**src/rtl/led_pattern_pkg.sv**
```systemverilog
`default_nettype none
// ============================================================================
// Module   : led_pattern_pkg
// Purpose  : Shared types and helpers for the LED pattern engine: the mode
//            encoding, the bounce direction type, the maximal-length LFSR
//            tap table and the passthrough-mode predicate.
// Ports    : none (package)
// Revision : 1.0 - initial release
// ============================================================================
package led_pattern_pkg;

    typedef enum logic [2:0] {
        MODE_ROTATE = 3'd0,
        MODE_LFSR   = 3'd1,
        MODE_BLINK  = 3'd2,
        MODE_BOUNCE = 3'd3,
        MODE_COUNT  = 3'd4,
        MODE_PASS0  = 3'd5,
        MODE_PASS1  = 3'd6,
        MODE_PASS2  = 3'd7
    } mode_e;

    typedef enum logic {
        DIR_LEFT  = 1'b0,
        DIR_RIGHT = 1'b1
    } dir_e;

    // Feedback mask for a shift-left Fibonacci LFSR; bit n set means pattern
    // bit n joins the XOR. Every entry gives a 2^width-1 period.
    function automatic logic [15:0] lfsr_taps(input int width);
        case (width)
            2:       return 16'h0003;
            3:       return 16'h0006;
            4:       return 16'h000C;
            5:       return 16'h0014;
            6:       return 16'h0030;
            7:       return 16'h0060;
            8:       return 16'h00B8;
            9:       return 16'h0110;
            10:      return 16'h0240;
            11:      return 16'h0500;
            12:      return 16'h0829;
            13:      return 16'h100D;
            14:      return 16'h2015;
            15:      return 16'h6000;
            16:      return 16'hD008;
            default: return 16'h0000;
        endcase
    endfunction

    function automatic logic is_pass(input mode_e m);
        return (m == MODE_PASS0) || (m == MODE_PASS1) || (m == MODE_PASS2);
    endfunction

endpackage
`default_nettype wire

```
**src/rtl/sw_debounce.sv**
```systemverilog
`default_nettype none
// ============================================================================
// Module   : sw_debounce
// Purpose  : Two-flop synchroniser followed by a debouncer. The debounced
//            value takes the synchronised value once the two have differed
//            for DEBOUNCE_CYCLES consecutive cycles; agreement restarts the
//            count.
// Ports    : clk   - system clock
//            rst   - asynchronous active-high reset
//            sw    - raw asynchronous switch inputs [W-1:0]
//            sw_db - synchronised, debounced switches [W-1:0]
// Revision : 1.0 - initial release
// ============================================================================
module sw_debounce
    import led_pattern_pkg::*;
#(
    parameter int W               = 4,
    parameter int DEBOUNCE_CYCLES = 1
) (
    input  logic         clk,
    input  logic         rst,
    input  logic [W-1:0] sw,
    output logic [W-1:0] sw_db
);

    localparam int c_cnt_w = (DEBOUNCE_CYCLES > 1) ? $clog2(DEBOUNCE_CYCLES) : 1;
    localparam logic [c_cnt_w-1:0] c_cnt_last = c_cnt_w'(DEBOUNCE_CYCLES - 1);

    logic [W-1:0]       r_meta;
    logic [W-1:0]       r_sync;
    logic [W-1:0]       r_db;
    logic [c_cnt_w-1:0] r_cnt;

    always_ff @(posedge clk or posedge rst) begin
        if (rst) begin
            r_meta <= '0;
            r_sync <= '0;
            r_db   <= '0;
            r_cnt  <= '0;
        end else begin
            r_meta <= sw;
            r_sync <= r_meta;
            if (r_sync == r_db) begin
                r_cnt <= '0;
            end else if (r_cnt == c_cnt_last) begin
                // This is the DEBOUNCE_CYCLES-th consecutive differing cycle.
                r_db  <= r_sync;
                r_cnt <= '0;
            end else begin
                r_cnt <= r_cnt + c_cnt_w'(1);
            end
        end
    end

    assign sw_db = r_db;

endmodule
`default_nettype wire

```
**src/rtl/led_pattern_engine.sv**
```systemverilog
`default_nettype none
// ============================================================================
// Module   : led_pattern_engine
// Purpose  : Turns slide switches into an LED animation. Switches are
//            debounced, a prescaler produces the step tick, and on each tick
//            either a new mode is adopted (loading its seed) or the current
//            pattern advances unless frozen. Modes 5..7 pass the debounced
//            switches straight to the LEDs.
// Ports    : clk  - system clock
//            rst  - asynchronous active-high reset
//            SW   - SW[2:0] mode select, SW[3] freeze
//            LED  - registered LED drive [LED_W-1:0]
//            mode - currently active mode (debug)
// Revision : 1.0 - initial release
// ============================================================================
module led_pattern_engine
    import led_pattern_pkg::*;
#(
    parameter int LED_W           = 4,
    parameter int TICK_DIV        = 25_000_000,
    parameter int DEBOUNCE_CYCLES = 1_000_000
) (
    input  logic             clk,
    input  logic             rst,
    input  logic [3:0]       SW,
    output logic [LED_W-1:0] LED,
    output logic [2:0]       mode
);

    localparam int                c_div_w     = $clog2(TICK_DIV);
    localparam logic [c_div_w-1:0] c_div_last = c_div_w'(TICK_DIV - 1);
    localparam logic [15:0]       c_taps_full = lfsr_taps(LED_W);
    localparam logic [LED_W-1:0]  c_taps      = c_taps_full[LED_W-1:0];

    logic [3:0]         w_sw_db;
    logic               w_tick;
    mode_e              w_sel;
    logic [LED_W-1:0]   w_seed;
    logic [LED_W-1:0]   w_step_pat;
    dir_e               w_step_dir;

    logic [c_div_w-1:0] r_div;
    mode_e              r_mode;
    logic [LED_W-1:0]   r_pat;
    dir_e               r_dir;
    logic [LED_W-1:0]   r_led;

    sw_debounce #(
        .W               (4),
        .DEBOUNCE_CYCLES (DEBOUNCE_CYCLES)
    ) u_sw_debounce (
        .clk   (clk),
        .rst   (rst),
        .sw    (SW),
        .sw_db (w_sw_db)
    );

    assign w_tick = (r_div == c_div_last);
    assign w_sel  = mode_e'(w_sw_db[2:0]);

    // Seed for the mode being entered.
    always_comb begin
        w_seed = LED_W'(1);
        case (w_sel)
            MODE_LFSR, MODE_BLINK: w_seed = '1;
            MODE_COUNT:            w_seed = '0;
            default:               w_seed = LED_W'(1);
        endcase
    end

    // One animation step of the current mode.
    always_comb begin
        w_step_pat = r_pat;
        w_step_dir = r_dir;
        case (r_mode)
            MODE_ROTATE: w_step_pat = {r_pat[LED_W-2:0], r_pat[LED_W-1]};
            MODE_LFSR: begin
                // The all-zero state is a lock-up point; escape to the seed.
                if (r_pat == '0) begin
                    w_step_pat = '1;
                end else begin
                    w_step_pat = {r_pat[LED_W-2:0], ^(r_pat & c_taps)};
                end
            end
            MODE_BLINK: w_step_pat = ~r_pat;
            MODE_BOUNCE: begin
                // Turn around on the step that leaves an end position.
                if (r_dir == DIR_LEFT) begin
                    if (r_pat[LED_W-1]) begin
                        w_step_pat = r_pat >> 1;
                        w_step_dir = DIR_RIGHT;
                    end else begin
                        w_step_pat = r_pat << 1;
                    end
                end else begin
                    if (r_pat[0]) begin
                        w_step_pat = r_pat << 1;
                        w_step_dir = DIR_LEFT;
                    end else begin
                        w_step_pat = r_pat >> 1;
                    end
                end
            end
            MODE_COUNT: w_step_pat = r_pat + LED_W'(1);
            default:    w_step_pat = r_pat;
        endcase
    end

    always_ff @(posedge clk or posedge rst) begin
        if (rst) begin
            r_div  <= '0;
            r_mode <= MODE_ROTATE;
            r_pat  <= LED_W'(1);
            r_dir  <= DIR_LEFT;
            r_led  <= '0;
        end else begin
            r_div <= w_tick ? '0 : r_div + c_div_w'(1);
            r_led <= is_pass(r_mode) ? LED_W'(w_sw_db) : r_pat;
            if (w_tick) begin
                // A mode change wins over both stepping and freeze.
                if (w_sel != r_mode) begin
                    r_mode <= w_sel;
                    r_pat  <= w_seed;
                    r_dir  <= DIR_LEFT;
                end else if (!w_sw_db[3]) begin
                    r_pat  <= w_step_pat;
                    r_dir  <= w_step_dir;
                end
            end
        end
    end

    assign LED  = r_led;
    assign mode = r_mode;

endmodule
`default_nettype wire

```
**config.mk**
```make
export PLATFORM = sky130hd
export DESIGN_NAME = led_pattern_engine
export DESIGN_NICKNAME = d
export VERILOG_FILES = /design/src/rtl/led_pattern_pkg.sv /design/src/rtl/sw_debounce.sv /design/src/rtl/led_pattern_engine.sv
export SDC_FILE = /design/constraint.sdc
export NUM_CORES = 1
export LEC_CHECK = 0
export CAP_MARGIN = 20
export CORE_ASPECT_RATIO = 1.2
export CORE_MARGIN = 1
export CORE_UTILIZATION = 46
export CTS_CLUSTER_SIZE = 30
export DETAILED_ROUTE_END_ITERATION = 16
export SLEW_MARGIN = 20
export SYNTH_ARGS = -nofsm -noshare
export SYNTH_HDL_FRONTEND = slang
export SYNTH_SLANG_ARGS = --single-unit
export TNS_END_PERCENT = 1
```
**constraint.sdc**
```tcl
create_clock -name clk -period 2.8 [get_ports clk]
set_clock_uncertainty 0.15 [all_clocks]
set_input_delay 0.56 -clock clk [delete_from_list [all_inputs] [get_ports clk]]
set_output_delay 0.56 -clock clk [all_outputs]
set_load 0.01 [all_outputs]
```
# After elaboration in Yosys (flattened, before gate mapping)
# Cells that the tools add are included.
# totals
regBits	69
output_inout_bits	7
# op_classes
add_sub_neg	3
n_eq_ne	15
mux	18
n_bitwise	2
n_reduce_logical	12
# ops
operator	count
$mux 20	2
$mux 4	7
$add 25x1->25 const B	1
$eq 25x25->1 const B	1
$mux 25	1
$add 20x1->20 const B	1
$eq 20x20->1 const B	1
$pmux 4 s5	1
$eq 3x3->1 const B	5
$eq 3x2->1 const B	3
$pmux 4 s2	1
$eq 3x1->1 const B	2
$mux 1	6
$reduce_and 3->1	2
$reduce_bool 6->1	1
$add 4x1->4 const B	1
$eq 4x4->1	1
$logic_not 4->1	1
$not 4->4	1
$reduce_and 2->1	2
$reduce_xor 4->1	1
$logic_not 3->1	1
$ne 3x3->1	1
$logic_or 1x1->1	2
other kinds (4)	4

# Depth between registers and ports, before layout
# depth
ltp_word	5
ltp_mapped	8

# Modules after synthesis
# A second synthesis with hierarchy kept.
# hier_totals
hier_cells	356
hier_area_um2	3673.5
# by_module_without_submodules
mod	n_inst	cells_each	area_each_um2	seq_area_each_um2
led_pattern_engine	1	230	2272.2	927.1
sw_debounce	1	126	1401.3	800.8

# Least setup slack after synthesis
# OpenSTA, ideal clock, no wires.
# synth_timing
path_type	register -> register
from	register u_sw_debounce.r_cnt[0]
to	register u_sw_debounce.r_cnt[11]
setup_time_ps	119
arrival_time_ps	1810
required_ps	2531
slack_ps	721
stages_incl_launch_ff	9
path_buffers	2
synth_period_minus_slack_ps	2079
path_cell_list	dfrtp_1 -> ha_1 -> and4_1 -> nand2_1 -> nor4_4 -> or2_2 -> buf_2 -> buf_4 -> nor2_1
# synth_between
elab_chain_cells	3
elab_cells_between_ends	4
classes_between	add/sub: 1; eq/ne: 1; mux: 2
# synth_lines
item	line_no	source
start, declared	sw_debounce.sv:32	logic [c_cnt_w-1:0] r_cnt;
start signal, assigned	sw_debounce.sv:50	r_cnt <= r_cnt + c_cnt_w'(1);
$add 20x1->20 / $eq 20x20->1 (equally long branches)	sw_debounce.sv:50, sw_debounce.sv:45	
$mux 20 (*)	sw_debounce.sv:45	end else if (r_cnt == c_cnt_last) begin
$mux 20 (*)	sw_debounce.sv:43	if (r_sync == r_db) begin
# Mark *: on every way between the ends. The rest lies on a longest branch, timed or not.
# A chain may end at the register's enable or synchronous reset.

# Final worst setup path
# layout_timing
from	register u_sw_debounce.r_cnt[0]
to	register u_sw_debounce.r_cnt[15]
# Same word-level chain as after synthesis.

==> impl_metrics.csv <==
group,metric,value,unit
floorplan,fp.dieH,98.2,um
power,power.total,2000,uW
setup_path,reg2regPathDepth,6,
route,wirelength,6500,um
synthesis,yosysTopAreaCell,"dfrtp_1",
clocking,htree_levels,3,
finish,drive_above_1_share,12.2,%
global_route,grt_overflow,0,
timing,relSlewSlack,49.1,%
floorplan,die_x,82.2,um
clocking,path_clk_slew,0.08,ns
clocking,cts_tree,"built",
finish,n_fill_cell,662,
global_route,antenna_found_initial,0,
setup_path,crit_required,2.87,ns
setup_path,arrival,2.31,ns
finish,areaGrowthSynthToFinish,11.9,%
setup_path,end_kind,"register",
power,leakage,0.00175,uW
status,status,"finished, final reports clean",
finish,fin_nets,376,
timing,drv_slew,0,
power,power.share.clock,40.1,%
global_route,grt_usage,18.6,%
global_route,grt_pass1_vias,2459,
synthesis,yosysWarningCount,0,
clocking,cts.repair.resized,0,
timing,fin_crit,2.25,ns
power,power.share.combinational,5.3,%
synthesis,synth_fp_nets,363,
finish,multi_input_area,1700,sq um
place,gp_congestion,0.776,
setup_path,worstSetupPathType,"register to register",
global_route,grt_max_degree,46,
setup_path,path_max_fanout,19,
synthesis,synth-async-reset-ratio,100,%
floorplan,fp.coreArea,7360,sq um
synthesis,synth_enable_flop_cells,0,
clocking,cts_buffers,9,
setup_path,cp-start-kind,"register",
place,dp_cells,442,
route,firstDrtPassIters,4,
floorplan,ioPinCount,13,
synthesis,yosys.area.top_type_share,47.9,%
floorplan,num_rows,34,
floorplan,start_util,48.2,%
synthesis,ys.flop_type,"dfrtp_1",
power,sequentialPowerShare,54.6,%
place,place.port_buffers,12,
setup_path,reg2reg_from,"u_sw_debounce.r_cnt[0]",
timing,tns,0,ns
synthesis,ys_ff_latch,69,
power,p_per_area,503,nW/um^2
clocking,cts_root_buf,"clkbuf_8",
flow_run,cap_violations,0,
finish,regArea,1730,sq um
route,postRouteAntennaNets,0,
route,drc,0,
finish,fin_cells,458,
route,vias,2472,
setup_path,crit_start,"u_sw_debounce.r_cnt[0]",
power,vdd_drop_max,0.266,mV
synthesis,syn_area,3550,sq um
clocking,cts_hold_buffers,0,
power,swShare,24.7,%
timing,setup_viol,0,
synthesis,postSynthCellCount,350,
min_path,hp-class,"register to register",
min_path,hp-start,"u_sw_debounce.r_meta[3]",
timing,tightest_slew,0.757,ns
power,p_int,1500,uW
route,drt-wirelength-per-cell,14.2,um
global_route,grt_first_pass_wirelength,11400,um
timing,fmax,445,MHz
clocking,ctsLongestPathBuffers,2,
synthesis,synth_area_leaders,"dfrtp_1 (48%), xor2_1 (7.4%), xnor2_1 (5.2%)",
power,netSwitchingPower,493,uW
route,drtIter0Drc,86,
finish,final_util,54.0,%
floorplan,die_area,8070,sq um
route,viasPerCell,5.40,
finish,diodes,0,
synthesis,synth_seq_area_share,48.7,%
timing,period_share,80.3,%
clocking,clock_latency,0.34,ns
place,hpwl,4500,um
timing,rsz0062_at_grt,"no",
clocking,cts_sinks,69,
timing,hold_viol_final,0,
synthesis,syn_area_per_cell,10.1,sq um
min_path,min_path_cells,0,
synthesis,synth_cell_types,48,
clocking,postCtsSetupRepairBufs,0,
[metrics by stage]
stage               worst slack, ns  hold WS (ns)  cell area, sq um
finish                        0.553         0.201              3970
global route                  0.371         0.209              3970
CTS                           0.524         0.203              3970
detailed placement            0.539         0.185              3770
global placement              0.543         0.185              3770
floorplan                     0.352         0.181              3550
[layout by cell type, fill, tap and decap left out, drive strengths merged, types with 8 or more instances in the layout]
cell and count:
clkbuf 9, clkdlybuf4s50 12, dfrtp 68, inv 13
mux2 10, nand2 22, nand3 26, nand4 11
nor2 46, nor2b 8, xnor2 21, xor2 30
[path summary, 6_finish.rpt]
path | slack, ns | to
hold / removal | 0.20 | u_sw_debounce.r_sync[3]
setup / recovery | 0.55 | u_sw_debounce.r_cnt[15]
max in group asynchronous | 1.46 | r_div[8]
min in group asynchronous | 0.43 | r_div[1]
hold reg to reg | 0.20 | u_sw_debounce.r_sync[3]
setup reg to reg | 0.55 | u_sw_debounce.r_cnt[15]
[registers in the layout, summed over array words and instances, names as in the netlist]
name	flops
mode	3
r_dir	1
u_sw_debounce.r_meta	4
r_pat	4
u_sw_debounce.r_sync	4
LED	4
u_sw_debounce.sw_db	4
u_sw_debounce.r_cnt	20
r_div	25
[logic make-up (layout without fill, tap and decap cells)]
family                   Yosys count  in the layout  share of synthesized area (%)
XOR/XNOR                          51             51                           12.6
AND/OR/NAND/NOR                  153            153                           23.5
flip-flops                        69             69                           48.7
adder cells (fa/ha/maj)            7              7                           2.47
buffers and inverters             29             47                           3.31
AO/OA/AOI/OAI                     31             31                           6.24
multiplexers                      10             10                           3.17
[final cells by class]
class,count,share of cell area (%)
Clock buffer,9,3.12
Inverter,12,1.13
Sequential cell,69,43.5
Tap cell,90,2.83
Clock inverter,7,1.86
Timing Repair Buffer,19,4.66
Multi-Input combinational cell,252,42.9
[per-layer routing]
metal	wire length [um]	global-route usage, %	vias to the layer above
met4	104	7.42	0
met1	3260	25.7	1213
met3	143	4.30	7
met2	3000	28.0	26
met5	0	0	-
li1	-	-	1226
[critical path, stage by stage (launching register included)]
cell and delay, ns:
dfrtp_1 0.39, ha_1 0.22, and4_1 0.27, nand2_1 0.14, nor4_4 0.43, or2_2 0.43, nor2_1 0.10
[cells in the mapped netlist (all sizes together), types with 3 or more instances]
cell type	n
a2bb2oi	5
and3	6
nor3	6
nor4	7
clkbuf	12
or2	3
ha	7
xnor2	21
nand4	11
nor2	46
buf	5
o22ai	3
nor4b	3
o21ai	5
dfrtp	68
a21oi	5
xor2	30
mux2	10
nand2	22
nand3	26
and4	3
inv	12
nand2b	5
nor2b	8
nor3b	3
[power groups by stage]
stage,Sequential (uW),Clock (uW),Combinational [uW]
after floorplan,1100,0,85.6
after global placement,1110,0,108
after detailed placement,1110,0,112
after CTS,1090,824,110
after global routing,1100,865,125
final,1090,800,106
Power figures use the tool's default switching activity.
